--- config.mk ---
export PLATFORM = sky130hd
export DESIGN_NAME = scan_load_ctrl_flat
export DESIGN_NICKNAME = d
export VERILOG_FILES = /design/src/rtl/scan_load_ctrl_if.sv /design/src/rtl/scan_load_ctrl.sv /design/src/flat_wrapper.sv
export SDC_FILE = /design/constraint.sdc
export NUM_CORES = 1
export LEC_CHECK = 0
export BUFFER_PORTS_ARGS = -buffer_cell sky130_fd_sc_hd__clkbuf_2
export CORE_MARGIN = 5
export CORE_UTILIZATION = 57
export CTS_BUF_LIST = sky130_fd_sc_hd__clkbuf_16
export CTS_CLUSTER_DIAMETER = 150
export DETAILED_ROUTE_END_ITERATION = 16
export GPL_ROUTABILITY_DRIVEN = 0
export MAX_ROUTING_LAYER = met4
export PLACE_DENSITY = 0.84
export SYNTH_ARGS = -nofsm -noshare
export SYNTH_HDL_FRONTEND = slang
export SYNTH_SLANG_ARGS = --single-unit
--- constraint.sdc ---
create_clock -name clk_scan_i -period 2.3 [get_ports clk_scan_i]
set_input_delay 0.69 -clock clk_scan_i [delete_from_list [all_inputs] [get_ports clk_scan_i]]
set_output_delay 0.69 -clock clk_scan_i [all_outputs]
set_load 0.1 [all_outputs]
--- src/rtl/scan_load_ctrl_if.sv ---
// scan_load_ctrl_if: host word-write handshake into the scan-chain loader.
// The host (master) offers in_data/in_valid; the loader (slave) answers in_ready.
// A word transfers on a clock edge where in_valid and in_ready are both high.
interface scan_load_ctrl_if #(
    parameter int WORD = 8
);
    logic [WORD-1:0] in_data;
    logic            in_valid;
    logic            in_ready;

    modport master (output in_data, output in_valid, input in_ready);
    modport slave  (input in_data, input in_valid, output in_ready);
endinterface

--- src/rtl/scan_load_ctrl.sv ---
// scan_load_ctrl: streams host words bit-serially (MSB first) into the
// coefficient scan chain and counts exactly TOTAL chain shifts.
// Optional feature macro SCAN_VERIFY_EN: CRC-16-CCITT over the loaded bits,
// then a recirculating read-back pass with a second CRC; err flags a mismatch.
//
//   state  | meaning
//   IDLE   | outputs quiet, waiting for start
//   LOAD   | accepting words and shifting them into the chain
//   VERIFY | recirculating the chain once while checking its CRC (macro only)
//   DONE   | one-cycle completion pulse
module scan_load_ctrl #(
    parameter  int N     = 512,
    parameter  int W     = 20,
    parameter  int WORD  = 8,
    localparam int LG    = $clog2(N),
    localparam int TOTAL = (N/2)*(W/2) + 2*(LG-1)*LG - (LG-1)*LG + (LG-1)*N + (N/2)*W,
    localparam int CW    = $clog2(TOTAL + 1)
) (
    input  logic            clk_scan_i,
    input  logic            rst_i,
    scan_load_ctrl_if.slave host,
    input  logic            start_i,
    input  logic            abort_i,
    output logic            scan_data_o,
    output logic            scan_clk_en_o,
    input  logic            scan_out_i,
    output logic            busy_o,
    output logic            done_o,
    output logic            err_o,
    output logic [CW-1:0]   bit_cnt_o
);
    localparam int NWORDS = TOTAL / WORD;
    localparam int WCW    = $clog2(NWORDS + 1);
    localparam int SCW    = $clog2(WORD + 1);

    if ((TOTAL % WORD) != 0) begin : g_total_chk
        $error("scan_load_ctrl: chain length %0d is not a multiple of WORD %0d", TOTAL, WORD);
    end

    typedef enum logic [1:0] {
        IDLE   = 2'd0,
        LOAD   = 2'd1,
        DONE   = 2'd2
`ifdef SCAN_VERIFY_EN
        , VERIFY = 2'd3
`endif
    } state_t;

    state_t          state_q, state_d;
    logic [WORD-1:0] sh_q, sh_d;
    logic [SCW-1:0]  sh_cnt_q, sh_cnt_d;
    logic [WORD-1:0] hold_q, hold_d;
    logic            hold_full_q, hold_full_d;
    logic [WCW-1:0]  words_q, words_d;
    logic [CW-1:0]   bit_cnt_q, bit_cnt_d;
    logic            sd_q, sd_d;
    logic            en_q, en_d;
    logic            in_ready_c;
    logic            accept_c;

`ifdef SCAN_VERIFY_EN
    logic [15:0] crc_l_q, crc_l_d;
    logic [15:0] crc_v_q, crc_v_d;
    logic        err_q, err_d;

    function automatic logic [15:0] crc_step(input logic [15:0] c, input logic b);
        logic fb;
        fb = c[15] ^ b;
        return {c[14:0], 1'b0} ^ (fb ? 16'h1021 : 16'h0000);
    endfunction
`endif

    // Next-state, shifter/holding-buffer feed and registered scan outputs.
    always_comb begin
        state_d     = state_q;
        sh_d        = sh_q;
        sh_cnt_d    = sh_cnt_q;
        hold_d      = hold_q;
        hold_full_d = hold_full_q;
        words_d     = words_q;
        bit_cnt_d   = bit_cnt_q;
        sd_d        = 1'b0;
        en_d        = 1'b0;
        in_ready_c  = 1'b0;
        accept_c    = 1'b0;
`ifdef SCAN_VERIFY_EN
        crc_l_d     = crc_l_q;
        crc_v_d     = crc_v_q;
        err_d       = err_q;
`endif
        case (state_q)
            IDLE: begin
                if (start_i) begin
                    state_d     = LOAD;
                    sh_d        = '0;
                    sh_cnt_d    = '0;
                    hold_full_d = 1'b0;
                    words_d     = '0;
                    bit_cnt_d   = '0;
`ifdef SCAN_VERIFY_EN
                    crc_l_d     = 16'hFFFF;
                    crc_v_d     = 16'hFFFF;
                    err_d       = 1'b0;
`endif
                end
            end
            LOAD: begin
                // Room exists if the buffer is free, or it drains into the shifter this cycle.
                in_ready_c = (words_q < WCW'(NWORDS)) && (!hold_full_q || (sh_cnt_q <= SCW'(1)));
                accept_c   = in_ready_c && host.in_valid;
                bit_cnt_d  = bit_cnt_q + CW'(en_q);
`ifdef SCAN_VERIFY_EN
                if (en_q) crc_l_d = crc_step(crc_l_q, sd_q);
`endif
                if (accept_c) words_d = words_q + WCW'(1);
                if (sh_cnt_q != '0) begin
                    en_d     = 1'b1;
                    sd_d     = sh_q[WORD-1];
                    sh_d     = sh_q << 1;
                    sh_cnt_d = sh_cnt_q - SCW'(1);
                    if (sh_cnt_q == SCW'(1)) begin
                        if (hold_full_q) begin
                            sh_d        = hold_q;
                            sh_cnt_d    = SCW'(WORD);
                            hold_full_d = accept_c;
                            if (accept_c) hold_d = host.in_data;
                        end else if (accept_c) begin
                            sh_d     = host.in_data;
                            sh_cnt_d = SCW'(WORD);
                        end
                    end else if (accept_c) begin
                        hold_d      = host.in_data;
                        hold_full_d = 1'b1;
                    end
                end else if (accept_c) begin
                    // Shifter idle: first bit of the new word goes straight out.
                    en_d     = 1'b1;
                    sd_d     = host.in_data[WORD-1];
                    sh_d     = host.in_data << 1;
                    sh_cnt_d = SCW'(WORD - 1);
                end
                if (bit_cnt_q == CW'(TOTAL)) begin
`ifdef SCAN_VERIFY_EN
                    state_d   = VERIFY;
                    bit_cnt_d = '0;
                    en_d      = 1'b1;
`else
                    state_d   = DONE;
`endif
                end
            end
`ifdef SCAN_VERIFY_EN
            VERIFY: begin
                bit_cnt_d = bit_cnt_q + CW'(en_q);
                en_d      = (bit_cnt_d < CW'(TOTAL));
                if (en_q) crc_v_d = crc_step(crc_v_q, scan_out_i);
                if (bit_cnt_q == CW'(TOTAL)) begin
                    state_d = DONE;
                    en_d    = 1'b0;
                    err_d   = (crc_l_q != crc_v_q);
                end
            end
`endif
            DONE:    state_d = IDLE;
            default: state_d = IDLE;
        endcase
        // Abort wins over everything else and silences the chain clock at once.
        if (abort_i && (state_q != IDLE)) begin
            state_d = IDLE;
            en_d    = 1'b0;
            sd_d    = 1'b0;
`ifdef SCAN_VERIFY_EN
            err_d   = err_q;
`endif
        end
    end

    // State, datapath and output registers with synchronous reset.
    always_ff @(posedge clk_scan_i) begin
        if (rst_i) begin
            state_q     <= IDLE;
            sh_q        <= '0;
            sh_cnt_q    <= '0;
            hold_q      <= '0;
            hold_full_q <= 1'b0;
            words_q     <= '0;
            bit_cnt_q   <= '0;
            sd_q        <= 1'b0;
            en_q        <= 1'b0;
`ifdef SCAN_VERIFY_EN
            crc_l_q     <= 16'hFFFF;
            crc_v_q     <= 16'hFFFF;
            err_q       <= 1'b0;
`endif
        end else begin
            state_q     <= state_d;
            sh_q        <= sh_d;
            sh_cnt_q    <= sh_cnt_d;
            hold_q      <= hold_d;
            hold_full_q <= hold_full_d;
            words_q     <= words_d;
            bit_cnt_q   <= bit_cnt_d;
            sd_q        <= sd_d;
            en_q        <= en_d;
`ifdef SCAN_VERIFY_EN
            crc_l_q     <= crc_l_d;
            crc_v_q     <= crc_v_d;
            err_q       <= err_d;
`endif
        end
    end

    assign host.in_ready = in_ready_c;
    assign scan_clk_en_o = en_q;
    assign busy_o        = (state_q != IDLE);
    assign done_o        = (state_q == DONE);
    assign bit_cnt_o     = bit_cnt_q;

`ifdef SCAN_VERIFY_EN
    // During read-back the chain tail feeds its own head so the contents survive.
    assign scan_data_o = (state_q == VERIFY) ? scan_out_i : sd_q;
    assign err_o       = err_q;
`else
    logic unused_scan_out;
    assign unused_scan_out = scan_out_i;
    assign scan_data_o     = sd_q;
    assign err_o           = 1'b0;
`endif
endmodule

--- src/flat_wrapper.sv ---
// flat-port wrapper written by rule: the top's interface ports become plain ports
module scan_load_ctrl_flat 
#(
    parameter  int N     = 512,
    parameter  int W     = 20,
    parameter  int WORD  = 8,
    localparam int LG    = $clog2(N),
    localparam int TOTAL = (N/2)*(W/2) + 2*(LG-1)*LG - (LG-1)*LG + (LG-1)*N + (N/2)*W,
    localparam int CW    = $clog2(TOTAL + 1)
)
  (clk_scan_i, rst_i, start_i, abort_i, scan_data_o, scan_clk_en_o, scan_out_i, busy_o, done_o, err_o, bit_cnt_o, host_in_data, host_in_valid, host_in_ready);
  scan_load_ctrl_if #(.WORD(WORD)) host_i ();
  input  logic clk_scan_i;
  input  logic rst_i;
  input  logic start_i;
  input  logic abort_i;
  output logic scan_data_o;
  output logic scan_clk_en_o;
  input  logic scan_out_i;
  output logic busy_o;
  output logic done_o;
  output logic err_o;
  output logic [CW-1:0] bit_cnt_o;
  input wire logic [$bits(host_i.in_data)-1:0] host_in_data;
  input wire logic [$bits(host_i.in_valid)-1:0] host_in_valid;
  output wire logic [$bits(host_i.in_ready)-1:0] host_in_ready;
  assign host_i.in_data = host_in_data;
  assign host_i.in_valid = host_in_valid;
  assign host_in_ready = host_i.in_ready;
  scan_load_ctrl #(.N(N), .W(W), .WORD(WORD)) u_core (.clk_scan_i(clk_scan_i), .rst_i(rst_i), .host(host_i), .start_i(start_i), .abort_i(abort_i), .scan_data_o(scan_data_o), .scan_clk_en_o(scan_clk_en_o), .scan_out_i(scan_out_i), .busy_o(busy_o), .done_o(done_o), .err_o(err_o), .bit_cnt_o(bit_cnt_o));
endmodule
==> results of run 1 <==
## power breakdown
group	internal [W]	leakage (nW)	switching, W
Combinational	0.000159	0.835	0.000236
Clock	0.000509	0.0836	0.000312
Sequential	0.000890	0.406	0.0000322
Total	0.00156	1.32	0.000580
## what timing repair did
item | in CTS | in global routing
hold endpoints to repair | 0 | 0
endpoints found under the setup margin | 10 | 18
pin swaps | 3 | 4
buffers inserted | 6 | 4
gates cloned | 0 | 0
hold buffers | 0 | 0
gates resized for setup | 16 | 3
## stage by stage
stage	std cells	instance area [um2]	total power [W]	hold WS [ns]	setup TNS, ns
detailed placement	402	2920	0.00127	0.448	0
finish	420	3230	0.00214	0.456	-0.0157
global placement	402	2920	0.00126	0.440	0
CTS	416	3190	0.00213	0.462	-0.0785
global route	420	3230	0.00221	0.479	-0.0706
floorplan	315	2620	0.00116	0.425	0
## worst max-delay path, stage by stage, from the launching register on
cell	delay, ns
dfxtp_4	0.35
inv_4	0.08
ha_4	0.17
nor2_4	0.05
o31ai_4	0.17
buf_4	0.15
and3_4	0.20
buf_12	0.17
## logic make-up after synthesis
family	after synthesis	share of synthesized area, %
simple gates	144	27.3
compound gates	62	17.1
flops	50	38.3
buf+inv	23	3.93
xor+xnor	18	6.04
mux	11	4.31
fa+ha+maj	6	2.87
other cells	1	0.144
## how the worst min path moves through the flow
stage | start | slack (ns) | depth (start not counted) | to
global placement | u_core.sh_q[2] | 0.44 | 2 | u_core.sh_q[2]
floorplan | u_core.sh_q[4] | 0.43 | 2 | u_core.sh_q[4]
finish | u_core.sh_q[2] | 0.46 | 2 | u_core.sh_q[2]
global route | u_core.sh_q[4] | 0.48 | 2 | u_core.sh_q[4]
detailed placement | u_core.sh_q[2] | 0.45 | 2 | u_core.sh_q[2]
CTS | u_core.sh_q[2] | 0.46 | 2 | u_core.sh_q[2]
## cell usage in the layout (no fill, tap or decap), drive strengths merged, types with 3 or more instances in the layout
cell	instances
a211oi	6
a21oi	12
a22o	3
a22oi	5
a31oi	5
and3	6
buf	30
clkbuf	35
dfxtp	50
ha	6
inv	8
mux2i	9
nand2	31
nand2b	3
nand3	15
nand4	14
nor2	41
nor2b	4
nor3	13
nor4	3
o211ai	6
o21ai	10
or3	3
xnor2	3
xor2	15
## flip-flops by register name, indices dropped and copies added (netlist names)
name                  flops
u_core.bit_cnt_o         14
u_core.hold_full_q        1
u_core.hold_q             8
u_core.scan_clk_en_o      1
u_core.scan_data_o        1
u_core.sh_cnt_q           4
u_core.sh_q               8
u_core.state_q            2
u_core.words_q           11
## layer usage
| metal | global-route usage, % | share of wire (%) | wire length, um |
|---|---|---|---|
| met3 | 4.40 | 7.8 | 507 |
| met2 | 33.6 | 47 | 3060 |
| met5 | - | 0 | 0 |
| met4 | 7.22 | 2.1 | 138 |
| met1 | 27.5 | 43 | 2810 |
## area by class of cell
| cell class | instances | share of cell area, % |
|---|---|---|
| multi-input combinational | 242 | 48.6 |
| inverter | 8 | 1.08 |
| timing repair buffer | 60 | 12.0 |
| tap | 52 | 2.01 |
| clock inverter | 3 | 1.24 |
| sequential | 50 | 31.2 |
| clock buffer | 5 | 3.87 |
==> out/metrics.cfg, run 1 <==
[outcome]
status=finished with violations
violations=setup timing

[synth]
seq_area_frac_synth_pct=38.3
synth_seq_cells=50
syn-num-nets=335
synth_area_leaders=dfxtp_1 (38%), nor2_1 (5.9%), xor2_1 (5.0%)
yosys.area.top_type=dfxtp_1
netlist_instances=315
synth_top_area_share_pct=38.3
synth_edf_count=0
synthesis.area_mm2=0.00261
synthArstFlopShare_pct=0
ys.warnings.count=0
synth.avg_cell_area_um2=8.29
synth.distinct_cells=49
yosysMostFrequentCell=dfxtp_1
synth_ff_type=dfxtp_1
netlist_top_cells_count=dfxtp_1 (50), nor2_1 (41), nand2_1 (31), nand3_1 (15), xor2_1 (15)

[power]
cellLeakagePower_nw=1.32
ir_drop_mv=0.380
power.density_mw_per_mm2=661

[timing]
rsz0062_at_grt=true
drv_slew=0
finalCritPeriodShare_pct=101
worst_pin_slew_ns=0.549
setup_viol=1
skew_ns=0.00777
min_period_ns=2.32
worst_slack_ns=-0.0157
fmax_ghz=0.432
max_slew_margin_pct=63.6
hold_viol=0

[placement]
pre_cts_ws_ns=0.0609
hpwl_um=4280
io_buffers=31

[critical_path]
rrSetupSlack_ns=0.10
arrival_ns=1.63
crit_end=host_in_ready
crit_path_start_kind=register
cp_data_required_time_ns=1.61
reg2regPathDepth=10
reg2reg_from=u_core.sh_cnt_q[1]
cp_max_fo=3
critPathKind=reg2out
r2r-end=u_core.hold_full_q
crit_start=u_core.sh_cnt_q[1]
end_kind=output pin

[die]
core_mm2=0.00441
die_area_mm2=0.00603
die_h_um=77.7
die_w_um=77.7
ios=34
initial_core_util_pct=59.2
rows=24

[global_route]
grt_pass1_vias=2261
grt_overflow=0
antenna_found_initial=0
track_usage_pct=21.4
grt_first_pass_wirelength_um=10500
grt_max_degree=21

[clock_network]
path_clk_slew_ns=0.06
clockBufferDepth=2
root_buffer=clkbuf_16
htreeDepth=2
cts-buffers-inserted=5
clock_latency_ns=0.29
tritoncts=yes
cts_sinks=50

[layout]
regArea_mm2=0.00101
final_util_pct=73.2
multi_input_comb_area_mm2=0.00157
area_growth_pct=23.8
nFillCells=305
layout.nets=387
antennaDiodeCount=0
drive_above_1_share_pct=24.2

[detailed_routing]
vias=2549
drt_wl_total_um=6520
drcViolationCount=0
vias_per_cell=6.07
wire_per_inst_um=15.5
dr.pass1.iters=5
drtAntennaViolNets=0
drt_iter0_markers=285

[worst_hold_path]
hold_path_class=reg2reg

[run]
max_cap_violations=0

Note: power is estimated with default switching activity, not from simulation.
==> run 2, diff against run 1 <==
--- a/config.mk
+++ b/config.mk
@@ -5,15 +5,15 @@
 export SDC_FILE = /design/constraint.sdc
 export NUM_CORES = 1
 export LEC_CHECK = 0
-export BUFFER_PORTS_ARGS = -buffer_cell sky130_fd_sc_hd__clkbuf_2
 export CORE_MARGIN = 5
-export CORE_UTILIZATION = 57
+export CORE_UTILIZATION = 60
 export CTS_BUF_LIST = sky130_fd_sc_hd__clkbuf_16
 export CTS_CLUSTER_DIAMETER = 150
 export DETAILED_ROUTE_END_ITERATION = 16
+export DONT_BUFFER_PORTS = 1
 export GPL_ROUTABILITY_DRIVEN = 0
 export MAX_ROUTING_LAYER = met4
-export PLACE_DENSITY = 0.84
+export PLACE_DENSITY = 0.81
 export SYNTH_ARGS = -nofsm -noshare
 export SYNTH_HDL_FRONTEND = slang
 export SYNTH_SLANG_ARGS = --single-unit
==> run 2 against run 1 <==
Compared with the run above: clock power is 2% higher; final cell count is 5.0% lower; via count stayed put; the run now ends clean; total power is 0.97% lower; sequential power hardly changed.
==> out/metrics.cfg, run 2 (same netlist as run 1, synthesis figures left out) <==
[outcome]
status=complete, no violations

[power]
pwr-share-clk_pct=39.5
finalPower_w=0.00212
cellLeakagePower_nw=1.24
seq_power_share_pct=43.6
power.density_mw_per_mm2=667
ir_drop_mv=0.367
switching_power_w=0.000574
pwr-share-comb_pct=16.9
internal_power_w=0.00154
swShare_pct=27.1

[timing]
hold_slack_ns=0.460
worst_slack_ns=0.0411
fmax_ghz=0.443
worst_pin_slew_ns=1.05
skew_ns=0.00678
max_slew_margin_pct=29.9
min_period_ns=2.26
finalCritPeriodShare_pct=98.2
hold_viol=0
drv_slew=0
setup_viol=0

[worst_hold_path]
hold_path_class=reg2reg
hold_start=u_core.sh_q[7]
hold_depth=2
min_to=u_core.scan_data_o

[layout]
drive_above_1_share_pct=21.9
layout_commonest_cell=dfxtp_1
layout_common_cells=dfxtp_1 (43), nor2_1 (39), buf_4 (38)
nFillCells=307
area_growth_pct=21.5
largest_reg_flops=14
regArea_mm2=0.00101
layout.nets=366
antennaDiodeCount=0
multi_input_comb_area_mm2=0.00159
stdcell_area_mm2=0.00317

[clock_network]
cts_sinks=50
path_clk_slew_ns=0.07
htreeDepth=2
tritoncts=yes
clockBufferDepth=2
cts-buffers-inserted=5
root_buffer=clkbuf_16
clock_latency_ns=0.29

[global_route]
grt_max_degree=26
grt_pass1_vias=2494
grt_overflow=0
grt_first_pass_wirelength_um=12000
antenna_found_initial=0
track_usage_pct=25.8

[critical_path]
arrival_ns=1.57
rrSetupSlack_ns=0.14
reg2reg_from=u_core.sh_cnt_q[0]
end_kind=output pin
crit_path_start_kind=register
r2r-end=u_core.hold_q[5]
cp_data_required_time_ns=1.61
reg2regPathDepth=10
cp_max_fo=5
critPathKind=reg2out

[detailed_routing]
vias=2549
drt_iter0_markers=245
drt_wl_total_um=7160
wire_per_inst_um=17.9
drcViolationCount=0
drtAntennaViolNets=0
vias_per_cell=6.39
dr.pass1.iters=4

[die]
die_h_um=76.0
core_mm2=0.00429
die_w_um=76.0
initial_core_util_pct=60.8
rows=24
ios=34
die_area_mm2=0.00577

[run]
max_cap_violations=0

[placement]
postPlaceCellArea_mm2=0.00287
hpwl_um=4570
pre_cts_ws_ns=0.0266
io_buffers=0

-- run 2: how the worst max path moves through the flow --
stage,from,to,slack [ns]
after floorplan,u_core.bit_cnt_o[0],u_core.bit_cnt_o[10],0.01
after global placement,u_core.sh_cnt_q[0],u_core.hold_q[4],0.08
after detailed placement,u_core.sh_cnt_q[0],u_core.sh_q[5],0.03
after CTS,u_core.words_q[2],host_in_ready,0.002
after global routing,u_core.words_q[0],host_in_ready,-0.008
final,u_core.sh_cnt_q[0],host_in_ready,0.04
-- run 2: timing repair --
item	4_1_cts	5_1_grt
cloned	0	0
hold buffers	0	0
setup endpoints to repair	3	13
pin swaps	4	3
setup buffers	6	0
resized for setup	15	11
-- run 2: power groups by stage --
stage | clock (W) | sequential, W | combinational [W]
final | 0.000835 | 0.000923 | 0.000358
after global routing | 0.000892 | 0.000925 | 0.000384
after CTS | 0.000841 | 0.000920 | 0.000338
after detailed placement | 0 | 0.000935 | 0.000307
after global placement | 0 | 0.000934 | 0.000301
after floorplan | 0 | 0.000931 | 0.000225
-- run 2: routing by layer --
metal / global-route usage [%] / vias up / share of wire (%) / wire length [um]
met1: 31.9 / 1203 / 40 / 2890
met2: 39.0 / 125 / 48 / 3440
li1: - / 1189 / - / -
met3: 5.79 / 32 / 8.4 / 599
met4: 14.1 / 0 / 3.1 / 221
met5: - / - / 0 / 0
-- run 2: worst max-delay path, stage by stage, from the launching register on --
cell and delay, ns:
dfxtp_4 0.38, inv_4 0.07, ha_4 0.13, nor2_2 0.05, o31ai_4 0.23, and3_4 0.24, buf_12 0.17
-- run 2: final cells by class --
| cell class | instances | share of cell area, % |
|---|---|---|
| Timing Repair Buffer | 39 | 9.62 |
| Inverter | 8 | 1.10 |
| Tap cell | 52 | 2.05 |
| Sequential cell | 50 | 31.9 |
| Clock buffer | 5 | 3.94 |
| Clock inverter | 3 | 1.42 |
| Multi-Input combinational cell | 242 | 50.0 |
-- run 2: through the flow --
stage	cells	util, %	setup TNS, ns
finish	399	73.9	0
global route	399	73.9	-0.00844
CTS	399	73.1	0
detailed placement	385	66.8	0
global placement	385	66.8	0
floorplan	315	-	0
==> run 3, diff against run 2 <==
--- a/config.mk
+++ b/config.mk
@@ -5,7 +5,7 @@
 export SDC_FILE = /design/constraint.sdc
 export NUM_CORES = 1
 export LEC_CHECK = 0
-export CORE_MARGIN = 5
+export CORE_MARGIN = 3
 export CORE_UTILIZATION = 60
 export CTS_BUF_LIST = sky130_fd_sc_hd__clkbuf_16
 export CTS_CLUSTER_DIAMETER = 150
@@ -13,7 +13,7 @@
 export DONT_BUFFER_PORTS = 1
 export GPL_ROUTABILITY_DRIVEN = 0
 export MAX_ROUTING_LAYER = met4
-export PLACE_DENSITY = 0.81
+export PLACE_DENSITY = 0.76
 export SYNTH_ARGS = -nofsm -noshare
 export SYNTH_HDL_FRONTEND = slang
 export SYNTH_SLANG_ARGS = --single-unit
==> run 3 against run 2 <==
Compared with the run above: the run now ends with setup timing left; clock skew increased by 0.0028 ns; via count fell by 3.0%; global-route usage barely moved; final area is 1.5% lower; clock power fell by 18%; critical endpoint unchanged; largest cell class unchanged; largest power group unchanged.
==> out/metrics.cfg, run 3 (same netlist as run 1, synthesis figures left out) <==
[outcome]
status=finished with violations
violations=setup timing

[layout]
largest_reg_flops=14
multi_input_comb_area_mm2=0.00156
layout.nets=369
drive_above_1_share_pct=19.2
antennaDiodeCount=0
area_growth_pct=19.7
layout_common_cells=dfxtp_1 (48), buf_4 (41), nor2_1 (40)
regArea_mm2=0.00101
stdcell_area_mm2=0.00313
nFillCells=320
layout_commonest_cell=dfxtp_1

[critical_path]
cp_slowest_cell=dfxtp_4
cp_data_required_time_ns=1.61
cp_max_fo=3
reg2reg_from=u_core.sh_cnt_q[1]
critPathMaxStageDelay_ns=0.36
crit_path_start_kind=register
critPathKind=reg2out
path_delay_family=buffers and inverters
arrival_ns=1.63
r2r-end=u_core.hold_full_q
cp_cell_sequence=inv_4 > ha_4 > nor2_4 > o31ai_2 > buf_4 > and3_4 > buf_12
reg2regPathDepth=10
rrSetupSlack_ns=0.11
path_buf_inv=3
end_kind=output pin

[clock_network]
clockBufferDepth=2
htreeDepth=2
tritoncts=yes
cts-buffers-inserted=5
cts_hold_buf=0
root_buffer=clkbuf_16
path_clk_slew_ns=0.07
clock_latency_ns=0.29
cts_sinks=50

[timing]
setup_viol=1
fmax_ghz=0.431
hold_viol=0
min_period_ns=2.32
max_slew_margin_pct=29.7
drv_slew=0
skew_ns=0.00957
finalCritPeriodShare_pct=101
worst_pin_slew_ns=1.05
worst_slack_ns=-0.0212
rsz0062_at_grt=true

[worst_hold_path]
hold_depth=1
hold_start=rst_i
min_to=u_core.sh_cnt_q[3]
hold_path_class=in2reg

[placement]
hpwl_um=4200
postPlaceCellArea_mm2=0.00286
pre_cts_ws_ns=0.0962
io_buffers=0

[die]
rows=23
initial_core_util_pct=63.9
die_w_um=72.0
ios=34
core_mm2=0.00409
die_h_um=72.0
die_area_mm2=0.00518

[detailed_routing]
dr.pass1.iters=5
drcViolationCount=0
wire_per_inst_um=16.2
drtAntennaViolNets=0
vias=2473
drt_wl_total_um=6480
drt_iter0_markers=214
vias_per_cell=6.20

[power]
cellLeakagePower_nw=1.25
power.density_mw_per_mm2=632
ir_drop_mv=0.480

[global_route]
antenna_found_initial=0
grt_pass1_vias=2219
grt_overflow=0
grt_first_pass_wirelength_um=10200
grt_max_degree=26
track_usage_pct=25.8

[run]
max_cap_violations=0

-- run 3: changes by cell type in the layout (fill, tap and decap cells not counted), moves of 2 or more --
cell        change
buf_4           +3
clkinvlp_4      -2
dfxtp_1         +5
dfxtp_2         -6
inv_1           +2
-- run 3: worst register-to-register path: stages (launching register included) --
cell and delay [ns]:
dfxtp_4 0.36, inv_4 0.08, ha_4 0.15, nor2_4 0.05, o31ai_2 0.17, buf_4 0.16
buf_4 0.11, a21bo_4 0.21, buf_4 0.16, or4_1 0.50, a31oi_1 0.17
-- run 3: final cells by class --
| type | count | share of cell area, % |
|---|---|---|
| multi-input combinational | 242 | 49.9 |
| sequential | 50 | 32.3 |
| timing repair buffer | 42 | 10.5 |
| clock buffer | 5 | 4.00 |
| tap | 50 | 2.00 |
| inverter | 8 | 1.12 |
| clock inverter | 2 | 0.240 |
-- run 3: how the worst max path moves through the flow --
| stage | start | end | slack [ns] | cells past startpoint |
|---|---|---|---|---|
| floorplan | u_core.bit_cnt_o[0] | u_core.bit_cnt_o[10] | 0.01 | 7 |
| global placement | u_core.sh_cnt_q[0] | u_core.sh_q[7] | 0.09 | 8 |
| detailed placement | u_core.sh_cnt_q[0] | u_core.sh_q[7] | 0.1 | 8 |
| CTS | u_core.sh_cnt_q[1] | host_in_ready | -0.03 | 7 |
| global route | u_core.sh_cnt_q[1] | host_in_ready | -0.09 | 7 |
| finish | u_core.sh_cnt_q[1] | host_in_ready | -0.02 | 7 |
-- run 3: timing repair --
item	4_1_cts	5_1_grt
buffers inserted	8	2
gates cloned	0	0
setup endpoints to repair	1	19
gates resized for setup	13	5
pin swaps	3	4
-- run 3: stage by stage --
stage	hold slack (ns)	instances	power, W	util [%]	TNS, ns
after global routing	0.458	399	0.00206	76.5	-0.0891
after floorplan	0.425	315	0.00116	-	0
after CTS	0.461	397	0.00196	75.6	-0.0306
after detailed placement	0.449	382	0.00124	69.9	0
final	0.460	399	0.00198	76.5	-0.0212
after global placement	0.440	382	0.00123	69.9	0
-- run 3: metal layers --
metal	up-vias	global-route usage [%]	wire length (um)	part of all wire, %
li1	1202	-	-	-
met4	0	12.7	159	2.5
met1	1132	33.2	2830	44
met2	121	39.0	3000	46
met5	-	-	0	0
met3	18	4.99	486	7.5
-- run 3: report_power, final --
part / switching, W / internal (W) / total [W]
Clock: 0.000299 / 0.000389 / 0.000688
Sequential: 0.0000269 / 0.000890 / 0.000917
Combinational: 0.000219 / 0.000152 / 0.000371
Total: 0.000544 / 0.00143 / 0.00198
